==> src/rtl/vga_game_pkg.sv <==
// Shared playfield constants, motion state encodings and colour palette
// for the VGA game blocks.
package vga_game_pkg;

    typedef enum logic [1:0] {
        ST_GROUND  = 2'd0,
        ST_RISING  = 2'd1,
        ST_FALLING = 2'd2
    } motion_state_e;

    localparam int H_RES    = 640;
    localparam int V_RES    = 480;
    localparam int GROUND_Y = 384;
    localparam int DIRT_TOP = 400;

    // 6-bit RrGgBb colours
    localparam logic [5:0] COL_BLACK  = 6'b00_00_00;
    localparam logic [5:0] COL_SKY    = 6'b01_10_11;
    localparam logic [5:0] COL_GRASS  = 6'b00_10_00;
    localparam logic [5:0] COL_DIRT   = 6'b10_01_00;
    localparam logic [5:0] COL_PLAYER = 6'b11_11_00;
    localparam logic [5:0] COL_SPRITE = 6'b11_00_11;
    localparam logic [5:0] COL_WHITE  = 6'b11_11_11;

endpackage

==> src/rtl/sprite_motion_if.sv <==
// Frame/beam inputs and sprite position outputs of one sprite motion engine.
// Inputs are sampled on every clk edge; there is no back-pressure.
interface sprite_motion_if #(
    parameter int COORD_W = 10
);
    logic               i_frame_end;
    logic               i_jump;
    logic               i_pause;
    logic [COORD_W-1:0] i_h;
    logic [COORD_W-1:0] i_v;
    logic [COORD_W-1:0] o_px;
    logic [COORD_W-1:0] o_py;
    logic               o_dx;
    logic [1:0]         o_state;
    logic               o_in_sprite;

    modport master (
        output i_frame_end, i_jump, i_pause, i_h, i_v,
        input  o_px, o_py, o_dx, o_state, o_in_sprite
    );

    modport slave (
        input  i_frame_end, i_jump, i_pause, i_h, i_v,
        output o_px, o_py, o_dx, o_state, o_in_sprite
    );
endinterface

==> src/rtl/sprite_hit.sv <==
// Combinational rectangle hit test: is the beam inside a SPR_W x SPR_H box
// whose left edge is i_x and whose exclusive bottom edge is i_y_bot.
module sprite_hit #(
    parameter int COORD_W = 10,
    parameter int SPR_W   = 16,
    parameter int SPR_H   = 16
) (
    input  logic [COORD_W-1:0] i_h,
    input  logic [COORD_W-1:0] i_v,
    input  logic [COORD_W-1:0] i_x,
    input  logic [COORD_W:0]   i_y_bot,
    output logic               o_hit
);
    typedef logic [COORD_W:0] wide_t;

    wide_t h_w, v_w, x_w;

    assign h_w = {1'b0, i_h};
    assign v_w = {1'b0, i_v};
    assign x_w = {1'b0, i_x};

    // v >= bot - H is rewritten as v + H >= bot so nothing can underflow
    assign o_hit = (h_w >= x_w)
                && (h_w < x_w + wide_t'(SPR_W))
                && (v_w + wide_t'(SPR_H) >= i_y_bot)
                && (v_w < i_y_bot);

endmodule

==> src/rtl/sprite_motion.sv <==
// Per-frame motion engine for one sprite: horizontal bounce between the
// playfield edges plus a gravity jump, updated once per unpaused frame end.
module sprite_motion #(
    parameter int COORD_W     = 10,
    parameter int H_RES       = vga_game_pkg::H_RES,
    parameter int GROUND_Y    = vga_game_pkg::GROUND_Y,
    parameter int SPR_W       = 16,
    parameter int SPR_H       = 16,
    parameter int X_SPEED     = 1,
    parameter int JUMP_V      = 12,
    parameter int GRAVITY_DIV = 1
) (
    input  logic           clk,
    input  logic           reset,
    sprite_motion_if.slave bus
);
    typedef logic [COORD_W:0]   wide_t;
    typedef logic [COORD_W-1:0] coord_t;

    localparam wide_t      RANGE_X = wide_t'(H_RES - SPR_W);
    localparam wide_t      RANGE_Y = wide_t'(GROUND_Y - SPR_H);
    localparam wide_t      XS_W    = wide_t'(X_SPEED);
    localparam coord_t     XS_N    = coord_t'(X_SPEED);
    localparam coord_t     JV      = coord_t'(JUMP_V);
    localparam logic [2:0] G_LAST  = 3'(GRAVITY_DIV - 1);

    vga_game_pkg::motion_state_e state_q, state_d;
    coord_t     px_q, px_d;
    coord_t     py_q, py_d;
    coord_t     vy_q, vy_d;
    logic       dx_q, dx_d;
    logic       pend_q, pend_d;
    logic [2:0] gcnt_q, gcnt_d;

    wide_t      px_w, py_w, vy_w;
    wide_t      x_inc_w, rise_w, bot_w;
    logic       step, jump_now, tick;
    logic [2:0] gcnt_inc;
    coord_t     vy_dec;

    assign px_w     = {1'b0, px_q};
    assign py_w     = {1'b0, py_q};
    assign vy_w     = {1'b0, vy_q};
    assign x_inc_w  = px_w + XS_W;
    assign rise_w   = py_w + vy_w;
    assign bot_w    = wide_t'(GROUND_Y) - py_w;
    assign step     = bus.i_frame_end && !bus.i_pause;
    // a jump arriving on the frame-end cycle itself is honoured that frame
    assign jump_now = pend_q || bus.i_jump;
    assign tick     = (gcnt_q == G_LAST);
    assign gcnt_inc = tick ? 3'd0 : gcnt_q + 3'd1;
    assign vy_dec   = tick ? vy_q - coord_t'(1) : vy_q;

    always_comb begin
        state_d = state_q;
        px_d    = px_q;
        py_d    = py_q;
        vy_d    = vy_q;
        dx_d    = dx_q;
        gcnt_d  = gcnt_q;
        pend_d  = step ? 1'b0 : (pend_q || bus.i_jump);

        if (step) begin
            if (dx_q) begin
                if (x_inc_w >= RANGE_X) begin
                    px_d = RANGE_X[COORD_W-1:0];
                    dx_d = 1'b0;
                end else begin
                    px_d = x_inc_w[COORD_W-1:0];
                end
            end else begin
                if (px_w <= XS_W) begin
                    px_d = '0;
                    dx_d = 1'b1;
                end else begin
                    px_d = px_q - XS_N;
                end
            end

            case (state_q)
                vga_game_pkg::ST_GROUND: begin
                    if (jump_now) begin
                        vy_d    = JV;
                        state_d = vga_game_pkg::ST_RISING;
                        gcnt_d  = '0;
                    end
                end
                vga_game_pkg::ST_RISING: begin
                    py_d = (rise_w >= RANGE_Y) ? RANGE_Y[COORD_W-1:0]
                                               : rise_w[COORD_W-1:0];
                    vy_d = vy_dec;
                    if (vy_dec == '0) begin
                        state_d = vga_game_pkg::ST_FALLING;
                        gcnt_d  = '0;
                    end else begin
                        gcnt_d  = gcnt_inc;
                    end
                end
                vga_game_pkg::ST_FALLING: begin
                    if (py_w <= vy_w) begin
                        py_d    = '0;
                        vy_d    = '0;
                        state_d = vga_game_pkg::ST_GROUND;
                        gcnt_d  = '0;
                    end else begin
                        py_d   = py_q - vy_q;
                        gcnt_d = gcnt_inc;
                        if (tick && (vy_q < JV)) begin
                            vy_d = vy_q + coord_t'(1);
                        end
                    end
                end
                default: begin
                    py_d    = '0;
                    vy_d    = '0;
                    state_d = vga_game_pkg::ST_GROUND;
                    gcnt_d  = '0;
                end
            endcase
        end
    end

    always_ff @(posedge clk) begin
        if (reset) begin
            state_q <= vga_game_pkg::ST_GROUND;
            px_q    <= '0;
            py_q    <= '0;
            vy_q    <= '0;
            dx_q    <= 1'b1;
            pend_q  <= 1'b0;
            gcnt_q  <= '0;
        end else begin
            state_q <= state_d;
            px_q    <= px_d;
            py_q    <= py_d;
            vy_q    <= vy_d;
            dx_q    <= dx_d;
            pend_q  <= pend_d;
            gcnt_q  <= gcnt_d;
        end
    end

    assign bus.o_px    = px_q;
    assign bus.o_py    = py_q;
    assign bus.o_dx    = dx_q;
    assign bus.o_state = state_q;

    sprite_hit #(
        .COORD_W (COORD_W),
        .SPR_W   (SPR_W),
        .SPR_H   (SPR_H)
    ) u_hit (
        .i_h     (bus.i_h),
        .i_v     (bus.i_v),
        .i_x     (px_q),
        .i_y_bot (bot_w),
        .o_hit   (bus.o_in_sprite)
    );

endmodule
==> src/flat_wrapper.sv <==
// flat-port wrapper written by rule: the top's interface ports become plain ports
module sprite_motion_flat 
#(
    parameter int COORD_W     = 10,
    parameter int H_RES       = vga_game_pkg::H_RES,
    parameter int GROUND_Y    = vga_game_pkg::GROUND_Y,
    parameter int SPR_W       = 16,
    parameter int SPR_H       = 16,
    parameter int X_SPEED     = 1,
    parameter int JUMP_V      = 12,
    parameter int GRAVITY_DIV = 1
)
  (clk, reset, bus_i_frame_end, bus_i_jump, bus_i_pause, bus_i_h, bus_i_v, bus_o_px, bus_o_py, bus_o_dx, bus_o_state, bus_o_in_sprite);
  sprite_motion_if #(.COORD_W(COORD_W)) bus_i ();
  input  logic clk;
  input  logic reset;
  input wire logic [$bits(bus_i.i_frame_end)-1:0] bus_i_frame_end;
  input wire logic [$bits(bus_i.i_jump)-1:0] bus_i_jump;
  input wire logic [$bits(bus_i.i_pause)-1:0] bus_i_pause;
  input wire logic [$bits(bus_i.i_h)-1:0] bus_i_h;
  input wire logic [$bits(bus_i.i_v)-1:0] bus_i_v;
  output wire logic [$bits(bus_i.o_px)-1:0] bus_o_px;
  output wire logic [$bits(bus_i.o_py)-1:0] bus_o_py;
  output wire logic [$bits(bus_i.o_dx)-1:0] bus_o_dx;
  output wire logic [$bits(bus_i.o_state)-1:0] bus_o_state;
  output wire logic [$bits(bus_i.o_in_sprite)-1:0] bus_o_in_sprite;
  assign bus_i.i_frame_end = bus_i_frame_end;
  assign bus_i.i_jump = bus_i_jump;
  assign bus_i.i_pause = bus_i_pause;
  assign bus_i.i_h = bus_i_h;
  assign bus_i.i_v = bus_i_v;
  assign bus_o_px = bus_i.o_px;
  assign bus_o_py = bus_i.o_py;
  assign bus_o_dx = bus_i.o_dx;
  assign bus_o_state = bus_i.o_state;
  assign bus_o_in_sprite = bus_i.o_in_sprite;
  sprite_motion #(.COORD_W(COORD_W), .H_RES(H_RES), .GROUND_Y(GROUND_Y), .SPR_W(SPR_W), .SPR_H(SPR_H), .X_SPEED(X_SPEED), .JUMP_V(JUMP_V), .GRAVITY_DIV(GRAVITY_DIV)) u_core (.clk(clk), .reset(reset), .bus(bus_i));
endmodule
==> config.mk <==
export PLATFORM = sky130hd
export DESIGN_NAME = sprite_motion_flat
export DESIGN_NICKNAME = d
export VERILOG_FILES = /design/src/rtl/vga_game_pkg.sv /design/src/rtl/sprite_motion_if.sv /design/src/rtl/sprite_hit.sv /design/src/rtl/sprite_motion.sv /design/src/flat_wrapper.sv
export SDC_FILE = /design/constraint.sdc
export NUM_CORES = 1
export LEC_CHECK = 0
export CAP_MARGIN = 20
export CORE_MARGIN = 2
export CORE_UTILIZATION = 35
export DETAILED_ROUTE_END_ITERATION = 6
export PLACE_DENSITY = 0.63
export SYNTH_ARGS = -nofsm -noshare
export SYNTH_HDL_FRONTEND = slang
export SYNTH_HIERARCHICAL = 1
export SYNTH_SLANG_ARGS = --single-unit
==> constraint.sdc <==
create_clock -name clk -period 3.78 [get_ports clk]
set_clock_uncertainty 0.05 [all_clocks]
set_input_delay 0.378 -clock clk [delete_from_list [all_inputs] [get_ports clk]]
set_output_delay 0.378 -clock clk [all_outputs]
set_load 0.005 [all_outputs]
==> metrics.txt, run 1 <==
status complete, no violations; Yosys cell types between 70 and 80; CP endpoint kind primary output; # port buffers between 40 and 50; Multi-input gate area 3665 sq um; largest area contributor in the synthesized netlist ha_1; Syn Inst Count roughly 630; insertion delay to the later sink of the worst-skew pair 280 ps; Worst Hold Class reg -> reg; number of cells on the critical path 12; crit path launch u_core/bus.o_py[2]$_SDFFE_PP0P_; postcts setup bufs 0; Post-synth top cells ha_1, a21oi_1, inv_1; critical path arrival around 3200 ps; Worst path top cell family by delay simple AND/OR/NAND/NOR gates; crit path to bus_o_in_sprite; Max Clk Rate between 200 and 300 MHz; cts bufs inserted 5; DRC errors left 0; maximum vdd drop ~0.00014 V; Yosys top cell area share between 15 and 20%; Hold Startpoint u_core/gcnt_q[0]$_SDFFE_PP0P_; Psw 366.5 uW; internal reg-to-reg setup slack 580 ps; DRT Pass-1 Iters 5; Slew Viols, Final 0; internal power roughly 900 uW; Storage cell area 740.7 sq um; drt wl/cell 15.97 um; unrepaired setup endpoints after global routing no; initial antenna violation count 0; Syn Nets 724; Post-Layout Cell Count around 850; CP cell instances or4_1 -> or3_1 -> nand2_1 -> xor2_1 -> inv_1 -> ha_1 -> a21oi_1 -> nor2b_1 -> o21ai_0 -> nor4b_2 -> nor4_2 -> dlygate4sd2_1; Final Hold Vio Count 0; count leader, synth ha_1; Avg Synthesized Cell Area 7.535 sq um; CP max-delay cell or4_1; CP Class reg -> out; wirelength, routed 13.54 mm; Initial Utilization 35.79%; IO Pins just under 50; Rows 42; placed instance area 5416 sq um; via count 4,861; Slew Limit Headroom around 58%; switching share of power 28.41%; Die Span Y 120.4 um; WP buf/inv 2; number of synthesized flops with an enable pin 0; Worst-Margin Slew 633.0 ps; Crit Reg-Reg Startpoint u_core/vy_q[4]$_SDFFE_PP0P_; antenna viol nets, final 0; Setup Viol. Count Final 0; min Tclk post-route 3585 ps; Clock transition at path regs 60 ps; Syn. warnings 6; Comb pwr share approximately 26%; P_leak 0.002262 uW; period utilisation layout 94.85%; total grt overflow 0; register area share after synthesis 15.63%; core box area 13,240 sq um; CTS Sinks 37; post-DP HPWL 10.28 mm; hold_buf cts 0; Seq pwr share between 30 and 40%; FFs w/ async S/R, synth 0%; DIE WIDTH 120.4 um; Power Dens Cells 229.6 nW/um^2; CTS tree yes; crit start category flop; GP Congestion 0.9797; Die ar. 14,490 sq um; Area Growth Syn to Fin 18.53%; max cap viols 0; # fillers 1,318; Longest Clk Path Bufs 2; ranking of synthesized cells by area ha_1, dfxtp_1, a21oi_1; Seq cells post-synth 37; vias in the first global route about 4,700; Post-Syn Area 4740 sq um; path depth of the worst reg2reg path 9; Required @ worst endpoint 3350 ps; crit-path max cell delay 570 ps; largest net degree at the start of global routing 19; Fin Setup TNS 0 ps; Post-Place Setup Slack 241.5 ps; Post-synth top flop dfxtp_1; first-pass GRT wire length 22.88 mm; gr usage total 18.83%; Clock power frac between 40% and 50%; DR iter-0 viols a little over 500; Final WS setup between 150 and 200 ps; dpl cells 840; Layout Nets roughly 770; share of cells above drive strength 1 7.440%; vias per cell 5.732; fin area 5618 sq um; Worst R2R End u_core/vy_q[9]$_SDFFE_PP0P_; number of H-tree levels 2; Crit Path Max Fanout 3; Root Buffer clkbuf_16; diode count 0
cell type report:
| cell class | count | share of cell area (%) |
|---|---|---|
| inverter | 56 | 3.742 |
| multi-input combinational | 508 | 65.23 |
| clock inverter | 3 | 1.158 |
| tap | 176 | 3.920 |
| clock buffer | 5 | 2.227 |
| sequential | 37 | 13.18 |
| timing repair buffer | 63 | 10.53 |
how the worst min path moves through the flow:
stage | slack, ps | endpoint | cells after the start
floorplan | 410 | u_core/gcnt_q[0]$_SDFFE_PP0P_ | 2
global placement | 430 | u_core/gcnt_q[0]$_SDFFE_PP0P_ | 2
detailed placement | 430 | u_core/gcnt_q[0]$_SDFFE_PP0P_ | 2
CTS | 440 | u_core/gcnt_q[0]$_SDFFE_PP0P_ | 2
global route | 470 | u_core/gcnt_q[0]$_SDFFE_PP0P_ | 2
finish | 450 | u_core/gcnt_q[0]$_SDFFE_PP0P_ | 2
worst reg2reg max path, stage by stage, from the launching register on:
cell	delay (ps)
dfxtp_1	570
inv_1	220
ha_1	490
nand4_2	200
o211ai_4	280
a21boi_4	100
nor3_4	420
nand3_1	260
o41ai_1	380
a22o_1	180
placed cells by master, fill, tap and decap left out, types with 5 or more instances in the layout:
master / instances
nor4_1: 5
clkdlybuf4s50_1: 47
a21o_1: 10
or3_1: 7
o22ai_1: 6
a22oi_1: 9
nand4_1: 6
xnor2_1: 28
o41ai_1: 5
nor3_1: 23
inv_1: 52
a22o_1: 5
dfxtp_1: 37
nor2_1: 49
nor2b_1: 11
buf_4: 15
nand3_1: 29
o21ai_0: 23
clkbuf_16: 5
a31oi_1: 9
xor2_1: 10
a21oi_1: 54
nand2_1: 50
o211ai_1: 6
ha_1: 68
o21a_1: 5
per-stage QoR:
stage,util (%),power (uW),hold WS [ps]
floorplan,-,646.7,411.0
global placement,40.90,739.5,425.4
detailed placement,40.90,745.4,434.8
CTS,42.38,1294,443.1
global route,42.42,1354,466.0
finish,42.42,1290,447.6
layer usage:
layer	wire length [um]	global-route usage (%)	vias up
met5	0	0	-
met4	312	5.523	0
met3	818	2.453	23
met2	6142	31.04	174
met1	6269	25.65	2294
li1	-	-	2370
registers in the layout, indices dropped and copies added, names as in the netlist:
register,count
u_core/bus.o_px,10
u_core/bus.o_py,10
u_core/vy_q,10
u_core/gcnt_q,3
u_core/bus.o_state,2
u_core/bus.o_dx,1
u_core/pend_q,1
cell families (layout without fill, tap and decap cells):
family | after synthesis | count (layout) | synth area share, %
fa+ha+maj | 70 | 70 | 18.80
mux | 4 | 4 | 0.8448
compound gates | 176 | 176 | 25.77
flops | 37 | 37 | 15.63
xor+xnor | 38 | 38 | 7.022
simple gates | 220 | 220 | 24.63
buf+inv | 84 | 127 | 7.313
power groups by stage:
stage	clock, uW	combinational (uW)	sequential, uW
detailed placement	0	324	421
finish	546	331	413
global placement	0	319	421
global route	570	369	414
floorplan	0	229	418
CTS	555	327	413
repair_timing:
item,in CTS,in global routing
resized for setup,2,1
hold endpoints to repair,0,0
endpoints found under the setup margin,1,1
(Power assumes the default switching activity.)
==> inputs of run 2 (changes only) <==
--- a/config.mk
+++ b/config.mk
@@ -9,7 +9,7 @@
 export CORE_MARGIN = 2
 export CORE_UTILIZATION = 35
 export DETAILED_ROUTE_END_ITERATION = 6
-export PLACE_DENSITY = 0.63
+export PLACE_DENSITY = 0.65
 export SYNTH_ARGS = -nofsm -noshare
 export SYNTH_HDL_FRONTEND = slang
 export SYNTH_HIERARCHICAL = 1
==> constraint.sdc (replaced) <==
create_clock -name clk -period 2.9 [get_ports clk]
set_clock_uncertainty 0.05 [all_clocks]
set_input_delay 0.29 -clock clk [delete_from_list [all_inputs] [get_ports clk]]
set_output_delay 0.29 -clock clk [all_outputs]
set_load 0.005 [all_outputs]
==> run 2 against run 1 <==
Effect of this change:
- the flow now finishes with violations (negative setup slack)
- worst setup slack worse by 610 ps
- combinational power up 53%
- die area is the same
- global-route usage is 1.5 points higher
- register-to-register slack got worse by 460 ps
- design area is 12% higher
- largest cell class unchanged
- largest power group unchanged
==> metrics.txt, run 2 (same netlist as run 1, synthesis figures left out) <==
share of cells above drive strength 1 approximately 20%; GP Congestion 0.9427; Final Hold Vio Count 0; # port buffers 48; DIE WIDTH 120.4 um; status finished, violations left; P_leak 0.002621 uW; core box area roughly 13,000 sq um; hold slack 457.1 ps; DRT Pass-1 Iters 5; grt met1 use 26.07%; maximum vdd drop 0.0002215 V; Die Span Y approximately 120 um; Fin Setup TNS -419.7 ps; DR iter-0 viols 467; Layout Nets 836; Required @ worst endpoint 2560 ps; gr usage total 20.37%; Slew Limit Headroom 57.24%; number of H-tree levels 2; DRC errors left 0; wirelength, routed 15.03 mm; crit start category flop; Worst Hold Class reg -> reg; Worst-Margin Slew 640.5 ps; min Tclk post-route 3320 ps; CTS tree yes; CTS Sinks 37; vias in the first global route 4,953; initial antenna violation count 0; commonest non-fill, non-tap cell in the layout buf_4; Root Buffer clkbuf_16; Power Dens Cells 267.8 nW/um^2; Area Growth Syn to Fin 32.95%; failing checks negative setup slack; unrepaired setup endpoints after global routing yes; most frequent cells in the layout buf_4, ha_1, inv_1, a21oi_1; first-pass GRT wire length 24.09 mm; largest net degree at the start of global routing 21; Final WS setup -419.7 ps; Max Clk Rate between 300 and 400 MHz; met3 GRT Util 2.736%; via count between 5,000 and 6,000; Slew Viols, Final 0; max cap viols 0; Initial Utilization 35.79%; cts bufs inserted 5; Crit Path Max Fanout 3; insertion delay to the later sink of the worst-skew pair 280 ps; antenna viol nets, final 0; Die ar. 14,490 sq um; Longest Clk Path Bufs 2; post-DP HPWL 11.60 mm; critical path arrival a little under 3000 ps; IO Pins 49; Setup Viol. Count Final 1; period utilisation layout 114.5%; drt wl/cell between 15 and 20 um; final design utilization roughly 48%; Rows 42; diode count 0; total grt overflow 0; CP endpoint kind primary output; gr busiest metal met2; vias per cell 5.625; Post-Place Setup Slack -539.9 ps; CP Class reg -> out; Clock transition at path regs 60 ps; routing usage on met2 36.09%
run 2: cell types whose count changed in the layout (fill, tap and decap cells not counted), sizes merged:
cell	change
buf	+71
bufinv	-1
clkbuf	+2
clkinv	-2
dlygate4sd2	-1
inv	+1
run 2: report_power, final:
part           internal [uW]  switching, uW
Sequential               519           9.55
Combinational            235            270
Clock                    430            223
Total                   1180            503
run 2: path summary, 6_finish.rpt:
kind	start	end	slack (ps)	cells past startpoint
hold / removal	u_core/gcnt_q[0]$_SDFFE_PP0P_	u_core/gcnt_q[0]$_SDFFE_PP0P_	460	2
setup reg to reg	u_core/bus.o_py[0]$_SDFFE_PP0P_	u_core/bus.o_state[1]$_SDFFE_PP0P_	120	15
hold reg to reg	u_core/gcnt_q[0]$_SDFFE_PP0P_	u_core/gcnt_q[0]$_SDFFE_PP0P_	460	2
setup / recovery	u_core/bus.o_py[5]$_SDFFE_PP0P_	bus_o_in_sprite	-420	12
run 2: stage by stage:
stage	area, sq um	power, uW	cells
after floorplan	4740	843.0	629
after global placement	5919	1012	907
after detailed placement	5919	1021	907
after CTS	6130	1679	915
after global routing	6301	1771	918
final	6301	1687	918
run 2: timing repair:
item / in CTS / in global routing
pin swaps: 5 / 16
buffers inserted: 0 / 3
endpoints found under the setup margin: 4 / 14
gates resized for setup: 12 / 29
cloned: 0 / 0
endpoints found under the hold margin: 0 / 0
hold buffers: 0 / 0
run 2: routing by layer:
| layer | part of all wire, % | up-vias |
|---|---|---|
| li1 | - | 2514 |
| met5 | 0 | - |
| met1 | 44 | 2429 |
| met2 | 49 | 187 |
| met4 | 1.9 | 0 |
| met3 | 5.8 | 34 |
run 2: area by class of cell:
| cell class | count | area [sq um] |
|---|---|---|
| clock buffer | 7 | 142.6 |
| timing repair buffer | 133 | 1117 |
| inverter | 56 | 212.7 |
| fill | 1308 | 6942 |
| sequential | 37 | 742.0 |
| clock inverter | 1 | 30.03 |
| tap | 176 | 220.2 |
| multi-input combinational | 508 | 3836 |
run 2: critical path, cell delays in order (launching register included):
cell and delay [ps]:
dfxtp_2 320, or4_4 550, or3_4 410, buf_6 130, a31o_4 230, inv_4 60
ha_4 190, nand4_1 130, buf_4 140, a21oi_4 30, nor4b_4 290, nor4_2 60
buf_2 140
